### src/rtl/csr_access_if.sv
// Bundles the request, CSR register-file and writeback-response channels of
// the machine-mode CSR access controller. The controller uses the slave
// modport; the surrounding pipeline/register file side uses master.
interface csr_access_if #(
    parameter int XLEN = 32
);
    // Request channel from the execute stage
    logic            req_valid;
    logic            req_ready;
    logic [2:0]      req_funct3;
    logic [11:0]     req_csr;
    logic [4:0]      req_rs1_idx;
    logic [XLEN-1:0] req_rs1_val;
    logic [4:0]      req_rd_idx;

    // CSR register-file port
    logic [11:0]     csr_addr;
    logic            csr_rd_en;
    logic [XLEN-1:0] csr_rdata;
    logic            csr_hit;
    logic            csr_wr_en;
    logic [XLEN-1:0] csr_wdata;

    // Writeback response channel
    logic            rsp_valid;
    logic            rsp_ready;
    logic            rsp_rd_we;
    logic [4:0]      rsp_rd_idx;
    logic [XLEN-1:0] rsp_rd_data;
    logic            rsp_illegal;

    modport master (
        output req_valid, req_funct3, req_csr, req_rs1_idx, req_rs1_val, req_rd_idx,
        output csr_rdata, csr_hit, rsp_ready,
        input  req_ready, csr_addr, csr_rd_en, csr_wr_en, csr_wdata,
        input  rsp_valid, rsp_rd_we, rsp_rd_idx, rsp_rd_data, rsp_illegal
    );

    modport slave (
        input  req_valid, req_funct3, req_csr, req_rs1_idx, req_rs1_val, req_rd_idx,
        input  csr_rdata, csr_hit, rsp_ready,
        output req_ready, csr_addr, csr_rd_en, csr_wr_en, csr_wdata,
        output rsp_valid, rsp_rd_we, rsp_rd_idx, rsp_rd_data, rsp_illegal
    );
endinterface

### src/rtl/csr_access_ctrl.sv
// Machine-mode CSR access controller (initiator side of the CSR port).
// Takes one decoded Zicsr instruction, performs the read (side-effecting
// only when architecturally required), then the one-cycle write if any, and
// returns the old CSR value over a valid/ready response channel. Illegal
// accesses are reported instead of performed.
// Optional feature macro: CSR_RO_CHECK_EN -- when defined, writes to the
// read-only CSR range (csr[11:10] == 2'b11) are flagged illegal.
module csr_access_ctrl #(
    parameter int XLEN = 32
) (
    input  logic       clk,
    input  logic       rst,
    csr_access_if.slave bus
);

    typedef enum logic [1:0] {
        IDLE  = 2'd0,
        READ  = 2'd1,
        WRITE = 2'd2,
        RESP  = 2'd3
    } state_t;

    state_t          state_reg;
    state_t          state_next;

    // Latched instruction. Only funct3[1:0] selects the operation; the
    // immediate bit is consumed when the operand is formed at accept time.
    logic [1:0]      kind_reg;
    logic            f3_ok_reg;
    logic [11:0]     csr_reg;
    logic [4:0]      rs1_idx_reg;
    logic [XLEN-1:0] op_reg;
    logic [4:0]      rd_reg;
    logic [XLEN-1:0] old_reg;
    logic            illegal_reg;

    logic            is_rw;
    logic            is_rs;
    logic            do_write;
    logic            do_read;
    logic            ro_violation;
    logic            illegal_now;
    logic [XLEN-1:0] wdata_calc;
    logic [XLEN-1:0] op_in;

    // Operand: zero-extended zimm for the immediate forms, else rs1 value.
    assign op_in = bus.req_funct3[2] ? {{(XLEN-5){1'b0}}, bus.req_rs1_idx}
                                     : bus.req_rs1_val;

    // Side-effect rules: set/clear with rs1/zimm == 0 never write;
    // RW/RWI with rd == 0 never read.
    assign is_rw    = (kind_reg == 2'b01);
    assign is_rs    = (kind_reg == 2'b10);
    assign do_write = is_rw || (rs1_idx_reg != 5'd0);
    assign do_read  = !is_rw || (rd_reg != 5'd0);

`ifdef CSR_RO_CHECK_EN
    assign ro_violation = do_write && (csr_reg[11:10] == 2'b11);
`else
    assign ro_violation = 1'b0;
`endif

    // Evaluated during READ, while csr_addr presents the latched address.
    assign illegal_now = !f3_ok_reg || !bus.csr_hit || ro_violation;

    // Write value from the old value captured in READ.
    always_comb begin
        wdata_calc = op_reg;
        if (is_rs) begin
            wdata_calc = old_reg | op_reg;
        end else if (kind_reg == 2'b11) begin
            wdata_calc = old_reg & ~op_reg;
        end
    end

    // State register.
    always_ff @(posedge clk) begin
        if (rst) begin
            state_reg <= IDLE;
        end else begin
            state_reg <= state_next;
        end
    end

    // Instruction latch at accept, old value and illegal flag capture in READ.
    always_ff @(posedge clk) begin
        if (rst) begin
            kind_reg    <= 2'b00;
            f3_ok_reg   <= 1'b0;
            csr_reg     <= 12'd0;
            rs1_idx_reg <= 5'd0;
            op_reg      <= '0;
            rd_reg      <= 5'd0;
            old_reg     <= '0;
            illegal_reg <= 1'b0;
        end else begin
            if (state_reg == IDLE && bus.req_valid) begin
                kind_reg    <= bus.req_funct3[1:0];
                f3_ok_reg   <= (bus.req_funct3[1:0] != 2'b00);
                csr_reg     <= bus.req_csr;
                rs1_idx_reg <= bus.req_rs1_idx;
                op_reg      <= op_in;
                rd_reg      <= bus.req_rd_idx;
            end
            if (state_reg == READ) begin
                old_reg     <= (do_read && !illegal_now) ? bus.csr_rdata : '0;
                illegal_reg <= illegal_now;
            end
        end
    end

    // Next-state and output decode; strobes and rsp_valid are held off while
    // rst is asserted so nothing is issued once reset has been sampled.
    always_comb begin
        state_next      = state_reg;
        bus.req_ready   = 1'b0;
        bus.csr_addr    = 12'd0;
        bus.csr_rd_en   = 1'b0;
        bus.csr_wr_en   = 1'b0;
        bus.csr_wdata   = '0;
        bus.rsp_valid   = 1'b0;
        bus.rsp_rd_we   = 1'b0;
        bus.rsp_rd_idx  = 5'd0;
        bus.rsp_rd_data = '0;
        bus.rsp_illegal = 1'b0;
        case (state_reg)
            IDLE: begin
                bus.req_ready = 1'b1;
                if (bus.req_valid) begin
                    state_next = READ;
                end
            end
            READ: begin
                bus.csr_addr  = csr_reg;
                bus.csr_rd_en = do_read && !illegal_now && !rst;
                if (illegal_now) begin
                    state_next = RESP;
                end else if (do_write) begin
                    state_next = WRITE;
                end else begin
                    state_next = RESP;
                end
            end
            WRITE: begin
                bus.csr_addr  = csr_reg;
                bus.csr_wr_en = !rst;
                bus.csr_wdata = wdata_calc;
                state_next    = RESP;
            end
            RESP: begin
                bus.rsp_valid   = !rst;
                bus.rsp_rd_we   = !illegal_reg && (rd_reg != 5'd0);
                bus.rsp_rd_idx  = rd_reg;
                bus.rsp_rd_data = old_reg;
                bus.rsp_illegal = illegal_reg;
                if (bus.rsp_ready) begin
                    state_next = IDLE;
                end
            end
            default: begin
                state_next = IDLE;
            end
        endcase
    end

endmodule

### src/flat_wrapper.sv
// flat-port wrapper written by rule: the top's interface ports become plain ports
module csr_access_ctrl_flat 
#(
    parameter int XLEN = 32
)
  (clk, rst, bus_req_valid, bus_req_funct3, bus_req_csr, bus_req_rs1_idx, bus_req_rs1_val, bus_req_rd_idx, bus_csr_rdata, bus_csr_hit, bus_rsp_ready, bus_req_ready, bus_csr_addr, bus_csr_rd_en, bus_csr_wr_en, bus_csr_wdata, bus_rsp_valid, bus_rsp_rd_we, bus_rsp_rd_idx, bus_rsp_rd_data, bus_rsp_illegal);
  csr_access_if #(.XLEN(XLEN)) bus_i ();
  input  logic clk;
  input  logic rst;
  input wire logic [$bits(bus_i.req_valid)-1:0] bus_req_valid;
  input wire logic [$bits(bus_i.req_funct3)-1:0] bus_req_funct3;
  input wire logic [$bits(bus_i.req_csr)-1:0] bus_req_csr;
  input wire logic [$bits(bus_i.req_rs1_idx)-1:0] bus_req_rs1_idx;
  input wire logic [$bits(bus_i.req_rs1_val)-1:0] bus_req_rs1_val;
  input wire logic [$bits(bus_i.req_rd_idx)-1:0] bus_req_rd_idx;
  input wire logic [$bits(bus_i.csr_rdata)-1:0] bus_csr_rdata;
  input wire logic [$bits(bus_i.csr_hit)-1:0] bus_csr_hit;
  input wire logic [$bits(bus_i.rsp_ready)-1:0] bus_rsp_ready;
  output wire logic [$bits(bus_i.req_ready)-1:0] bus_req_ready;
  output wire logic [$bits(bus_i.csr_addr)-1:0] bus_csr_addr;
  output wire logic [$bits(bus_i.csr_rd_en)-1:0] bus_csr_rd_en;
  output wire logic [$bits(bus_i.csr_wr_en)-1:0] bus_csr_wr_en;
  output wire logic [$bits(bus_i.csr_wdata)-1:0] bus_csr_wdata;
  output wire logic [$bits(bus_i.rsp_valid)-1:0] bus_rsp_valid;
  output wire logic [$bits(bus_i.rsp_rd_we)-1:0] bus_rsp_rd_we;
  output wire logic [$bits(bus_i.rsp_rd_idx)-1:0] bus_rsp_rd_idx;
  output wire logic [$bits(bus_i.rsp_rd_data)-1:0] bus_rsp_rd_data;
  output wire logic [$bits(bus_i.rsp_illegal)-1:0] bus_rsp_illegal;
  assign bus_i.req_valid = bus_req_valid;
  assign bus_i.req_funct3 = bus_req_funct3;
  assign bus_i.req_csr = bus_req_csr;
  assign bus_i.req_rs1_idx = bus_req_rs1_idx;
  assign bus_i.req_rs1_val = bus_req_rs1_val;
  assign bus_i.req_rd_idx = bus_req_rd_idx;
  assign bus_i.csr_rdata = bus_csr_rdata;
  assign bus_i.csr_hit = bus_csr_hit;
  assign bus_i.rsp_ready = bus_rsp_ready;
  assign bus_req_ready = bus_i.req_ready;
  assign bus_csr_addr = bus_i.csr_addr;
  assign bus_csr_rd_en = bus_i.csr_rd_en;
  assign bus_csr_wr_en = bus_i.csr_wr_en;
  assign bus_csr_wdata = bus_i.csr_wdata;
  assign bus_rsp_valid = bus_i.rsp_valid;
  assign bus_rsp_rd_we = bus_i.rsp_rd_we;
  assign bus_rsp_rd_idx = bus_i.rsp_rd_idx;
  assign bus_rsp_rd_data = bus_i.rsp_rd_data;
  assign bus_rsp_illegal = bus_i.rsp_illegal;
  csr_access_ctrl #(.XLEN(XLEN)) u_core (.clk(clk), .rst(rst), .bus(bus_i));
endmodule
### config.mk
export PLATFORM = sky130hd
export DESIGN_NAME = csr_access_ctrl_flat
export DESIGN_NICKNAME = d
export VERILOG_FILES = /design/src/rtl/csr_access_if.sv /design/src/rtl/csr_access_ctrl.sv /design/src/flat_wrapper.sv
export SDC_FILE = /design/constraint.sdc
export NUM_CORES = 1
export LEC_CHECK = 0
export CORE_UTILIZATION = 48
export CTS_BUF_LIST = sky130_fd_sc_hd__clkbuf_8
export DETAILED_ROUTE_END_ITERATION = 12
export GPL_TIMING_DRIVEN = 1
export PLACE_DENSITY = 0.89
export SYNTH_ARGS = -nofsm -noshare
export SYNTH_HDL_FRONTEND = slang
export SYNTH_SLANG_ARGS = --single-unit
### constraint.sdc
create_clock -name clk -period 4.3 [get_ports clk]
set_clock_uncertainty 0.1 [all_clocks]
set_input_delay 0.645 -clock clk [delete_from_list [all_inputs] [get_ports clk]]
set_output_delay 0.645 -clock clk [all_outputs]
set_load 0.01 [all_outputs]
**After elaboration in Yosys (flattened, before gate mapping)**

Cells that the tools add are included.

- Equal/unequal tests: 8
- Mux-type cells: 19
- Bitwise logic cells: 3
- Reductions and logical operators: 19

Operators by type and width:

| operator | number |
|---|---|
| 2-to-1 mux 32 bit | 6 |
| bitwise AND 32 bit | 1 |
| NOT 32 bit | 1 |
| OR 32 bit | 1 |
| 2-to-1 mux 12 bit | 1 |
| nonzero test 5 bit | 2 |
| equality test 2 bit (second input constant) | 4 |
| one-hot mux 2 bit (4 select lines) | 1 |
| 2-to-1 mux 1 bit | 7 |
| logical NOT 1 bit | 6 |
| 2-to-1 mux 2 bit | 3 |
| 2-to-1 mux 5 bit | 1 |
| equality test 2 x 1 -> 1 bit (second input constant) | 2 |
| logical AND 1 bit | 4 |
| inequality test 2 bit (second input constant) | 2 |
| logical OR 1 bit | 3 |
| logical NOT 2 bit | 1 |
| AND reduction 2 bit | 1 |
| nonzero test 2 bit | 1 |
| OR reduction 2 bit | 1 |

- Bits in registers: 92
- Input port bits: 94
- Output and inout port bits: 87
- Word-level logic and storage cells: 58

**Depth between registers and ports, before layout**

Gate-level depths: netlist (run 1).

- Depth in word-level cells: 6
- Mapped depth: 7
- Depth with buffers taken out: 6

**Least setup slack after synthesis (run 1)**

Ideal clock, no wire load.

- Path kind: input -> output
- From: input bus_csr_hit
- To: output bus_csr_rd_en
- Arrival: 1.411 ns
- Data required time: 3.555 ns
- Path slack: 2.144 ns
- Stages on the path: 3
- Path buffers: 1
- Cells stage by stage: nand2_1 -> a2111oi_4 -> buf_6

- Word-level cells in the longest chain between the ends: 6

RTL lines:

| element | line | RTL |
|---|---|---|
| start, declared | flat_wrapper.sv:17 | `input wire logic [$bits(bus_i.csr_hit)-1:0] bus_csr_hit;` |
| logical NOT 1 bit | csr_access_ctrl.sv:64 | `assign illegal_now = !f3_ok_reg \|\| !bus.csr_hit \|\| ro_violation;` |
| logical OR 1 bit | csr_access_ctrl.sv:64 |  |
| logical NOT 1 bit | csr_access_ctrl.sv:135 | `bus.csr_rd_en = do_read && !illegal_now && !rst;` |
| logical AND 1 bit (2 in a row) | csr_access_ctrl.sv:135 |  |
| 2-to-1 mux 1 bit | csr_access_ctrl.sv:126 | `case (state_reg)` |
| end, declared | flat_wrapper.sv:21 | `output wire logic [$bits(bus_i.csr_rd_en)-1:0] bus_csr_rd_en;` |

No other way between the ends.

**Worst setup path after layout (run 1)**

- From: register u_core.state_reg[0]
- To: output bus_csr_wdata[25]

- Word-level cells in the longest chain between the ends: 2

RTL lines:

| element | line | RTL |
|---|---|---|
| start, declared | csr_access_ctrl.sv:23 | `state_t state_reg;` |
| start signal, assigned | csr_access_ctrl.sv:81 | `state_reg <= state_next;` |
| equality test 2 bit | csr_access_ctrl.sv:126 |  |
| 2-to-1 mux 32 bit | csr_access_ctrl.sv:126 |  |
| end, declared | flat_wrapper.sv:23 | `output wire logic [$bits(bus_i.csr_wdata)-1:0] bus_csr_wdata;` |

No other way between the ends.

==> metrics.md, run 1 <==
| Metric | Value |
|---|---|
| Outcome | finished, final reports clean |
| Final hold violation count | 0 |
| Reg2reg start | u_core.state_reg[0]$_SDFFE_PP0P_ |
| Initial antenna violation count | 0 |
| Num rows | 34 |
| Flop-to-flop setup slack | between 2000 and 2500 ps |
| Clock root buffer master | clkbuf_8 |
| Syn nets | approximately 650 |
| CP arrival | 2390 ps |
| Hold Path End | u_core.csr_reg[9]$_SDFFE_PP0P_ |
| Pre-antenna DRT Iters | 5 |
| Final Util | 72.7% |
| Routed len/inst | 14.8 µm |
| Vias post-DR | 4321 |
| Mux cell area share after synthesis | 1.39% |
| Peak supply drop | 0.546 mV |
| Nets@finish | around 800 |
| DIE HEIGHT | 96.9 µm |
| Port Buffers | 180 |
| FFs w/ async S/R, synth | 0% |
| First-pass GRT wire length | 19.8 mm |
| Resize count post-CTS | 0 |
| Fin Setup TNS | 0 ps |
| Mapped cell area | 4320 µm² |
| Unrepaired setup endpoints after global routing | no |
| Worst setup startpoint | u_core.state_reg[0]$_SDFFE_PP0P_ |
| CTS tree | built |
| Cell Chain, Critical Path | inv_1 > ha_1 > and2_1 > clkdlybuf4s50_1 |
| Syn Area/Cell | 7.89 µm² |
| Post-synth top area cell | dfxtp_1 |
| Class of the worst hold path | reg2reg |
| Largest net degree at the start of global routing | 63 |
| #FFs+latches synth | 92 |
| XOR/XNOR share of the synthesized area | 0% |
| Reg2reg end | u_core.op_reg[18]$_SDFFE_PP0P_ |
| Worst-Margin Slew | between 1000 and 1500 ps |
| Fin. max-slew vios | 0 |
| H-tree depth reported by CTS | 3 |
| CP Data Required Time | 3560 ps |
| Hold-fix buffers, CTS | 0 |
| Core ar. | 8720 µm² |
| Final setup fails | 0 |
| CTS clk-pin slew, worst paths | ~90 ps |
| Count of clock tree sinks | 92 |
| Initial Util | 49.6% |
| CTS Buffer Depth | 2 |
| Initial DRC count | 168 |
| Hold Path Cell Cnt | 2 |
| Crit path time final | 3130 ps |
| Routed Antenna Nets | 0 |
| Crit end category | output pin |
| PD cells | 385 nW/µm² |
| GRT overflow | 0 |
| Worst Hold Launch | u_core.csr_reg[9]$_SDFFE_PP0P_ |
| EDFF count, synth | 0 |
| Remaining DRCs | 0 |
| Relative slew slack | 24.6% |
| Worst setup margin | 1170 ps |
| Yosys warnings | 0 |
| Synth top area cells | dfxtp_1 43%, nand2_1 12%, and2_1 12% |
| Vias/cell | around 5.3 |
| TritonCTS Buffers | 9 |
| Crit-path max FO | 33 |
| Die area | 9390 µm² |
| Crit start category | flip-flop |
| Post-synth top cells | 142 x nand2_1, 92 x dfxtp_1, 82 x and2_1, 52 x a21oi_1, 36 x clkbuf_1 |
| Crit path kind | reg2out |
| Routed WL | roughly 12 mm |
| Total GRT Usage | 25.7% |
| # diodes | 0 |
| Die X | 96.9 µm |
| Leakage | 0.00230 µW |
| Main combinational cell family by area after synthesis | simple AND/OR/NAND/NOR gates |
| Final RePlAce weighted congestion | 0.817 |
| Worst path max stage delay | 800 ps |
| Share of layout cells above drive strength 1 | about 4.5% |
| Synth cell types | 29 |
| Top FF cell, synth | dfxtp_1 |
| Post-synthesis simple-gate area fraction | 31.7% |
| Dpl hpwl | 8.55 mm |
| Setup bufs post-CTS | 0 |
| Synth Instances | 548 |
| Complex-gate fraction of the synthesized area | 18.4% |
| Slowest CP cell | ha_1 |
| Clk Latency, worst-skew pair | roughly 340 ps |
| DP Worst Slack | around 1200 ps |
| Vias in the first global route | 4120 |
| Most common cell in the netlist | nand2_1 |
| Register area share after synthesis | 42.6% |
| Register-to-Register Path Depth | 5 |
| Max Fclk | 0.319 GHz |
| # IOs | about 180 |
| Adder-Cell Fraction of Synth Area | 1.16% |
| Top-area cell type share of the netlist area | a little over two fifths |
| Final period util | 72.9% |
| Max Cap Violations | 0 |
| Area Growth Syn to Fin | 46.6% |
[placed cells by master, fill, tap and decap left out, drive strengths merged]
master         count
dfxtp             92
o21ai             32
and2              83
o22ai              1
nor4               1
clkdlybuf4s50    179
ha                 4
a22o              32
or3                1
nand2            142
o31ai              1
nor2b              2
clkinv             1
bufinv             1
nor2              11
or4                1
a21oi             52
a311oi             1
clkbuf            11
nor3               4
a211oi             5
a2111oi            1
mux2i              6
buf                8
nand3b            27
a221oi             1
clkinvlp           2
inv                6
[through the flow]
stage / power [µW] / instance area, µm² / std cells / hold WS (ps)
after global routing: 2590 / 6340 / 816 / 382
after CTS: 2450 / 6340 / 816 / 357
final: 2440 / 6340 / 816 / 353
after detailed placement: 1850 / 6130 / 800 / 345
after global placement: 1820 / 6130 / 800 / 338
after floorplan: 1540 / 4320 / 548 / 332
[cell families after synthesis]
| group | count (synthesis) |
|---|---|
| DFF | 92 |
| buffers and inverters | 48 |
| muxes | 6 |
| adders and majority gates | 4 |
| AOI/OAI and AO/OA | 126 |
| and+or+nand+nor | 272 |
[where the power goes]
part	internal (µW)	total, µW	switching, µW
Clock	302	605	303
Sequential	961	1030	74.0
Combinational	334	799	465
Total	1600	2440	842
[critical path: cells and delay by family (launching register included)]
family,cells,cell delay (ps)
fa+ha+maj,1,800
buf+inv,2,660
flops,1,330
simple gates,1,250
[worst max path at each step]
stage                              to  slack (ps)  depth (start not counted)
CTS                 bus_csr_wdata[25]        1120                          4
detailed placement      bus_csr_rd_en        1240                          4
global placement        bus_csr_rd_en        1280                          4
global route            bus_csr_wr_en         920                          4
finish              bus_csr_wdata[25]        1170                          4
floorplan               bus_csr_rd_en        2140                          3
[layout make-up]
| cell class | instances | area (µm²) |
|---|---|---|
| tap | 108 | 135 |
| fill | 682 | 2380 |
| inverter | 5 | 18.8 |
| timing repair buffer | 187 | 1850 |
| clock buffer | 11 | 151 |
| clock inverter | 5 | 58.8 |
| sequential | 92 | 1840 |
| multi-input combinational | 408 | 2280 |
[metal layers]
layer / track usage, % / part of all wire, %
met1: 32.8 / 44
met2: 43.7 / 48
met3: 5.35 / 6.4
met4: 7.69 / 1.6
met5: 0 / 0
Power figures use the tool's default switching activity.
==> inputs of run 2 (changes only) <==
CORE_UTILIZATION = 40   (was 48)
PLACE_DENSITY = 0.79   (was 0.89)
clock period = 2.8 ns   (was 4.3 ns; I/O delays follow)
==> metrics.md, run 2 (synthesis gave the netlist of run 1 again) <==
| Metric | Value |
|---|---|
| # diodes | 0 (unchanged) |
| CTS clk-pin slew, worst paths | 90 ps (about the same) |
| Leakage | 0.00236 µW (+2.6%) |
| Routed len/inst | 14.7 µm (-0.96%) |
| Fin. max-slew vios | 0 (unchanged) |
| Final RePlAce weighted congestion | 0.814 (-0.33%) |
| Vias in the first global route | 4175 (+1.3%) |
| Routed WL | 12.5 mm (+3.7%) |
| Pre-antenna DRT Iters | 5 (unchanged) |
| Unrepaired setup endpoints after global routing | no |
| Final setup fails | 0 (unchanged) |
| CTS tree | built |
| H-tree depth reported by CTS | 3 (unchanged) |
| Die X | 106 µm (+9.3%) |
| Outcome | finished, final reports clean |
| GRT overflow | 0 (unchanged) |
| DP Worst Slack | 215 ps (-1030 ps) |
| Initial DRC count | 153 (-8.9%) |
| DIE HEIGHT | 106 µm (+9.3%) |
| PD cells | 591 nW/µm² (+54%) |
| Final hold violation count | 0 (unchanged) |
| Hold-fix buffers, CTS | 0 (unchanged) |
| First-pass GRT wire length | 20.2 mm (+1.9%) |
| Routed Antenna Nets | 0 (unchanged) |
| Dpl hpwl | 9.36 mm (+9.5%) |
| Share of layout cells above drive strength 1 | 5.85% (+1.3 points) |
| Gate power share | 34.2% (+1.4 points) |
| Initial antenna violation count | 0 (unchanged) |
| Class of the worst hold path | reg2reg |
| Nets@finish | 811 (+1.2%) |
| TritonCTS Buffers | 9 (unchanged) |
| Crit-path max FO | 13 (-61%) |
| CP Data Required Time | 2280 ps (-1280 ps) |
| Worst-Margin Slew | 768 ps (-362 ps) |
| Resize count post-CTS | 0 (unchanged) |
| Part of the power in registers | 41.5% (-0.9 points) |
| Dpl cell area | 6260 µm² (+2.2%) |
| Most frequent cells in the layout | 179 x clkdlybuf4s50_1, 141 x nand2_1, 92 x dfxtp_1, 81 x and2_1, 52 x a21oi_1 |
| Crit start category | flip-flop |
| Core ar. | 10400 µm² (+19%) |
| Num rows | 37 (+8.8%) |
| Max Fclk | 0.387 GHz |
| Net Switching | 1320 µW (+56%) |
| Total GRT Usage | 22.3% (-3.4 points) |
| Clk Latency, worst-skew pair | 350 ps (about the same) |
| Sw frac | 34.4% (-0.18 points) |
| Power Internal | 2510 µW (+57%) |
| Crit end category | output pin |
| Crit path time final | 2580 ps |
| Port Buffers | 180 (unchanged) |
| Fin Setup TNS | 0 ps (unchanged) |
| Initial Util | 41.5% (-8.1 points) |
| CTS Buffer Depth | 2 (unchanged) |
| Crit path kind | reg2out |
| Max Cap Violations | 0 (unchanged) |
| Peak supply drop | 0.378 mV (-31%) |
| Relative slew slack | 48.8% (+24 points) |
| Die area | 11200 µm² (+20%) |
| Vias/cell | 4.99 (-5.8%) |
| Vias post-DR | 4258 (-1.5%) |
| Worst setup margin | 215 ps (-950 ps) |
| Most common cell after layout, fill and taps aside | clkdlybuf4s50_1 |
| Count of clock tree sinks | 92 (unchanged) |
| Area Growth Syn to Fin | 49.8% |
| Area of all placed cells without fillers | 6470 µm² (+2.2%) |
| Clock root buffer master | clkbuf_8 |
| # IOs | 181 (unchanged) |
| Largest net degree at the start of global routing | 33 (-48%) |
| Remaining DRCs | 0 (unchanged) |
| CP arrival | 2060 ps (-330 ps) |
| Clock share of power | 24.2% (-0.6 points) |
| Setup bufs post-CTS | 0 (unchanged) |
| Final period util | between 90 and 100% |
-- run 2: cell types whose count changed in the layout (fill, tap and decap cells not counted), sizes merged --
cell      before  now
clkinv         1    3
buf            8   18
clkinvlp       2    1
inv            6    5
-- run 2: path summary, 6_finish.rpt --
kind	from	endpoint	slack [ps]	cells after the start
setup / recovery	u_core.state_reg[1]$_SDFFE_PP0P_	bus_csr_addr[11]	220	4
hold / removal	u_core.csr_reg[2]$_SDFFE_PP0P_	u_core.csr_reg[2]$_SDFFE_PP0P_	360	2
setup reg to reg	u_core.state_reg[1]$_SDFFE_PP0P_	u_core.old_reg[8]$_SDFFE_PP0P_	770	5
hold reg to reg	u_core.csr_reg[2]$_SDFFE_PP0P_	u_core.csr_reg[2]$_SDFFE_PP0P_	360	2
-- run 2: per-layer routing --
layer / vias up / GRT usage [%] / routed length (µm)
met2: 155 / 39.2 / 6050
met1: 1934 / 27.5 / 5390
met3: 15 / 5.76 / 941
met5: - / 0 / 0
met4: 0 / 4.66 / 133
li1: 2154 / - / -
-- run 2: power groups by stage --
stage | clock [µW] | sequential, µW | combinational [µW]
final | 928 | 1590 | 1310
after global routing | 1010 | 1610 | 1460
after CTS | 949 | 1590 | 1330
after detailed placement | 0 | 1620 | 1320
after global placement | 0 | 1610 | 1280
after floorplan | 0 | 1580 | 780
-- run 2: final cells by class --
class,count,area (µm²)
clock buffers,11,151
well taps,136,170
flip-flops and latches,92,1840
clock inverters,5,60.1
fillers,935,3940
multi-input cells,408,2280
inverters,5,18.8
repair buffers,197,1950
-- run 2: worst max-delay path, stage by stage (launching register included) --
cell	delay, ps
dfxtp_1	400
inv_1	90
ha_1	490
and2_1	190
clkdlybuf4s50_1	550
-- run 2: through the flow --
| step | util [%] | std cells | power, µW | hold slack [ps] |
|---|---|---|---|---|
| 2_1_floorplan | - | 548 | 2360 | 332 |
| 3_3_place_gp | 60.1 | 838 | 2890 | 338 |
| 3_5_place_dp | 60.1 | 838 | 2940 | 344 |
| 4_1_cts | 62.2 | 854 | 3860 | 356 |
| 5_1_grt | 62.2 | 854 | 4080 | 375 |
| 6_report | 62.2 | 854 | 3830 | 356 |
==> inputs of run 3 (changes only) <==
CELL_PAD_IN_SITES_DETAIL_PLACEMENT = 0   (was default)
CELL_PAD_IN_SITES_GLOBAL_PLACEMENT = 2   (was default)
CORE_UTILIZATION = 21   (was 40)
PLACE_DENSITY = default   (was 0.79)
PLACE_DENSITY_LB_ADDON = 0.1   (was default)
==> metrics.md, run 3 (synthesis gave the netlist of run 1 again) <==
| Metric | Value |
|---|---|
| Num rows | 52 (+41%) |
| Most used cell, CP | inv_1 |
| Setup crit end | bus_csr_rd_en |
| Met3 WL | 741 µm (-21%) |
| Slowest CP cell | clkdlybuf4s50_1 |
| Crit start category | flip-flop |
| Most frequent cells in the layout | 179 x clkdlybuf4s50_1, 141 x nand2_1, 91 x dfxtp_1, 81 x and2_1, 52 x a21oi_1 |
| Initial Util | 21.4% (-20 points) |
| Routed WL | 15.0 mm (+20%) |
| TritonCTS Buffers | 9 (unchanged) |
| Relative slew slack | 58.5% (+9.7 points) |
| Fin Setup TNS | 0 ps (unchanged) |
| Hold-fix buffers, CTS | 0 (unchanged) |
| Vias/cell | 4.28 (-14%) |
| Die X | 145 µm (+37%) |
| Nets@finish | 811 (unchanged) |
| Final hold violation count | 0 (unchanged) |
| Routed len/inst | 15.1 µm (+3.4%) |
| CP arrival | 2180 ps (+120 ps) |
| Flop-to-flop setup slack | 770 ps (about the same) |
| FILL cells | 2134 (+130%) |
| DIE HEIGHT | 145 µm (+37%) |
| Vias post-DR | 4225 (-0.78%) |
| Cell depth of the worst setup path | 6 (+2) |
| Leakage | 0.00236 µW (about the same) |
| Reg2reg end | u_core.old_reg[7]$_SDFFE_PP0P_ |
| H-tree depth reported by CTS | 3 (unchanged) |
| Core ar. | 20200 µm² (+94%) |
| Crit end category | output pin |
| # IOs | 181 (unchanged) |
| Crit path kind | reg2out |
| CTS clk-pin slew, worst paths | 90 ps (about the same) |
| Final Util | 32.7% (-29 points) |
| Power, Total | 3840 µW (+0.20%) |
| Worst setup startpoint | u_core.state_reg[1]$_SDFFE_PP0P_ |
| Clock root buffer master | clkbuf_8 |
| Die area | 21200 µm² (+89%) |
| Count of clock tree sinks | 92 (unchanged) |
| Initial DRC count | 161 (+5.2%) |
| Final RePlAce weighted congestion | 0.701 (-14%) |
| GRT overflow | 0 (unchanged) |
| CP bufs+invs | 4 (+2) |
| Reg2reg start | u_core.state_reg[1]$_SDFFE_PP0P_ |
| Max Cap Violations | 0 (unchanged) |
| Worst-Margin Slew | 621 ps (-147 ps) |
| Crit path time final | 2700 ps (+119 ps) |
| Dpl hpwl | 10.7 mm (+15%) |
| Remaining DRCs | 0 (unchanged) |
| Cell Chain, Critical Path | inv_1 > ha_2 > inv_1 > a2111oi_4 > buf_4 > clkdlybuf4s50_1 |
| Final setup fails | 0 (unchanged) |
| Top layer in use | met4 |
| Vias in the first global route | 4356 (+4.3%) |
| CP top delay family | buffers and inverters |
| First-pass GRT wire length | 24.1 mm (+19%) |
| CTS Buffer Depth | 2 (unchanged) |
| CTS tree | built |
| # diodes | 0 (unchanged) |
| Max Fclk | 0.370 GHz (-4.4%) |
| Clk Latency, worst-skew pair | 370 ps (+20 ps) |
| Pre-antenna DRT Iters | 4 (-1) |
| Sequential Area | 1840 µm² (about the same) |
| Multi-input logic area | 2290 µm² (+0.33%) |
| Routed Antenna Nets | 0 (unchanged) |
| Worst path max stage delay | 530 ps (-20 ps) |
| Total GRT Usage | 14.5% (-7.8 points) |
| Port Buffers | 180 (unchanged) |
| Class of the worst hold path | in2reg |
| Peak supply drop | 0.270 mV (-29%) |
| Final period util | 96.5% (+4.2 points) |
| Most common cell after layout, fill and taps aside | clkdlybuf4s50_1 |
| WL met2 | 6.91 mm (+14%) |
| CP Data Required Time | 2280 ps (about the same) |
| PD cells | 580 nW/µm² (-2.0%) |
| Share of layout cells above drive strength 1 | 5.85% (unchanged) |
| Fin. max-slew vios | 0 (unchanged) |
| Outcome | finished, final reports clean |
| Initial antenna violation count | 0 (unchanged) |
| Unrepaired setup endpoints after global routing | yes |
| Area Growth Syn to Fin | 53.1% |
| Register-to-Register Path Depth | 7 (+2) |
| Post-Route M1 WL | 7.16 mm (+33%) |
| Crit-path max FO | 5 (-8) |
| Largest net degree at the start of global routing | 39 (+18%) |
run 3: changes by cell type in the layout (fill, tap and decap cells not counted), sizes merged:
cell	before	now
inv	5	7
clkbuf	11	14
clkinv	3	0
bufinv	1	0
clkinvlp	1	0
run 3: metal layers:
layer  vias to the layer above  global-route usage [%]
met5                         -                       0
met4                         0                    3.95
met3                        10                    3.61
met2                       124                    24.6
met1                      1935                    18.4
li1                       2156                       -
run 3: worst min path at each step:
stage | from | to | slack, ps | cells after the start
6_report | rst | u_core.kind_reg[1]$_SDFFE_PP0P_ | 260 | 2
5_1_grt | rst | u_core.op_reg[31]$_SDFFE_PP0P_ | 270 | 2
4_1_cts | rst | u_core.kind_reg[1]$_SDFFE_PP0P_ | 240 | 2
3_5_place_dp | u_core.csr_reg[5]$_SDFFE_PP0P_ | u_core.csr_reg[5]$_SDFFE_PP0P_ | 350 | 2
3_3_place_gp | u_core.csr_reg[1]$_SDFFE_PP0P_ | u_core.csr_reg[1]$_SDFFE_PP0P_ | 340 | 2
2_1_floorplan | u_core.csr_reg[0]$_SDFFE_PP0P_ | u_core.csr_reg[0]$_SDFFE_PP0P_ | 330 | 2
run 3: what timing repair did:
action	in CTS	in global routing
buffers inserted	0	1
setup endpoints to repair	0	3
resized for setup	0	2
run 3: metrics by stage:
| stage | hold slack (ps) | instances | instance area (µm²) | setup WS, ps |
|---|---|---|---|---|
| 5_1_grt | 267 | 988 | 6620 | -39.6 |
| 3_5_place_dp | 345 | 971 | 6400 | 135 |
| 4_1_cts | 240 | 987 | 6600 | 33.5 |
| 6_report | 263 | 988 | 6620 | 96.7 |
| 3_3_place_gp | 338 | 971 | 6400 | 148 |
| 2_1_floorplan | 332 | 548 | 4320 | 1040 |
run 3: area by class of cell:
type / count / area share (%)
tap: 270 / 5.10
timing repair buffer: 197 / 29.1
multi-input combinational: 408 / 34.6
inverter: 5 / 0.284
sequential: 92 / 27.9
clock inverter: 2 / 0.113
clock buffer: 14 / 2.91
run 3: power by group:
part / internal [µW] / total, µW / switching (µW) / leakage [µW]
Combinational: 555 / 1330 / 772 / 0.00150
Sequential: 1480 / 1590 / 115 / 0.000749
Clock: 440 / 919 / 479 / 0.000111
run 3: worst register-to-register path, stage by stage (launching register included):
cell,delay (ps)
dfxtp_1,360
inv_1,100
ha_2,240
inv_1,100
a2111oi_4,310
buf_4,180
buf_4,350
a22o_1,240
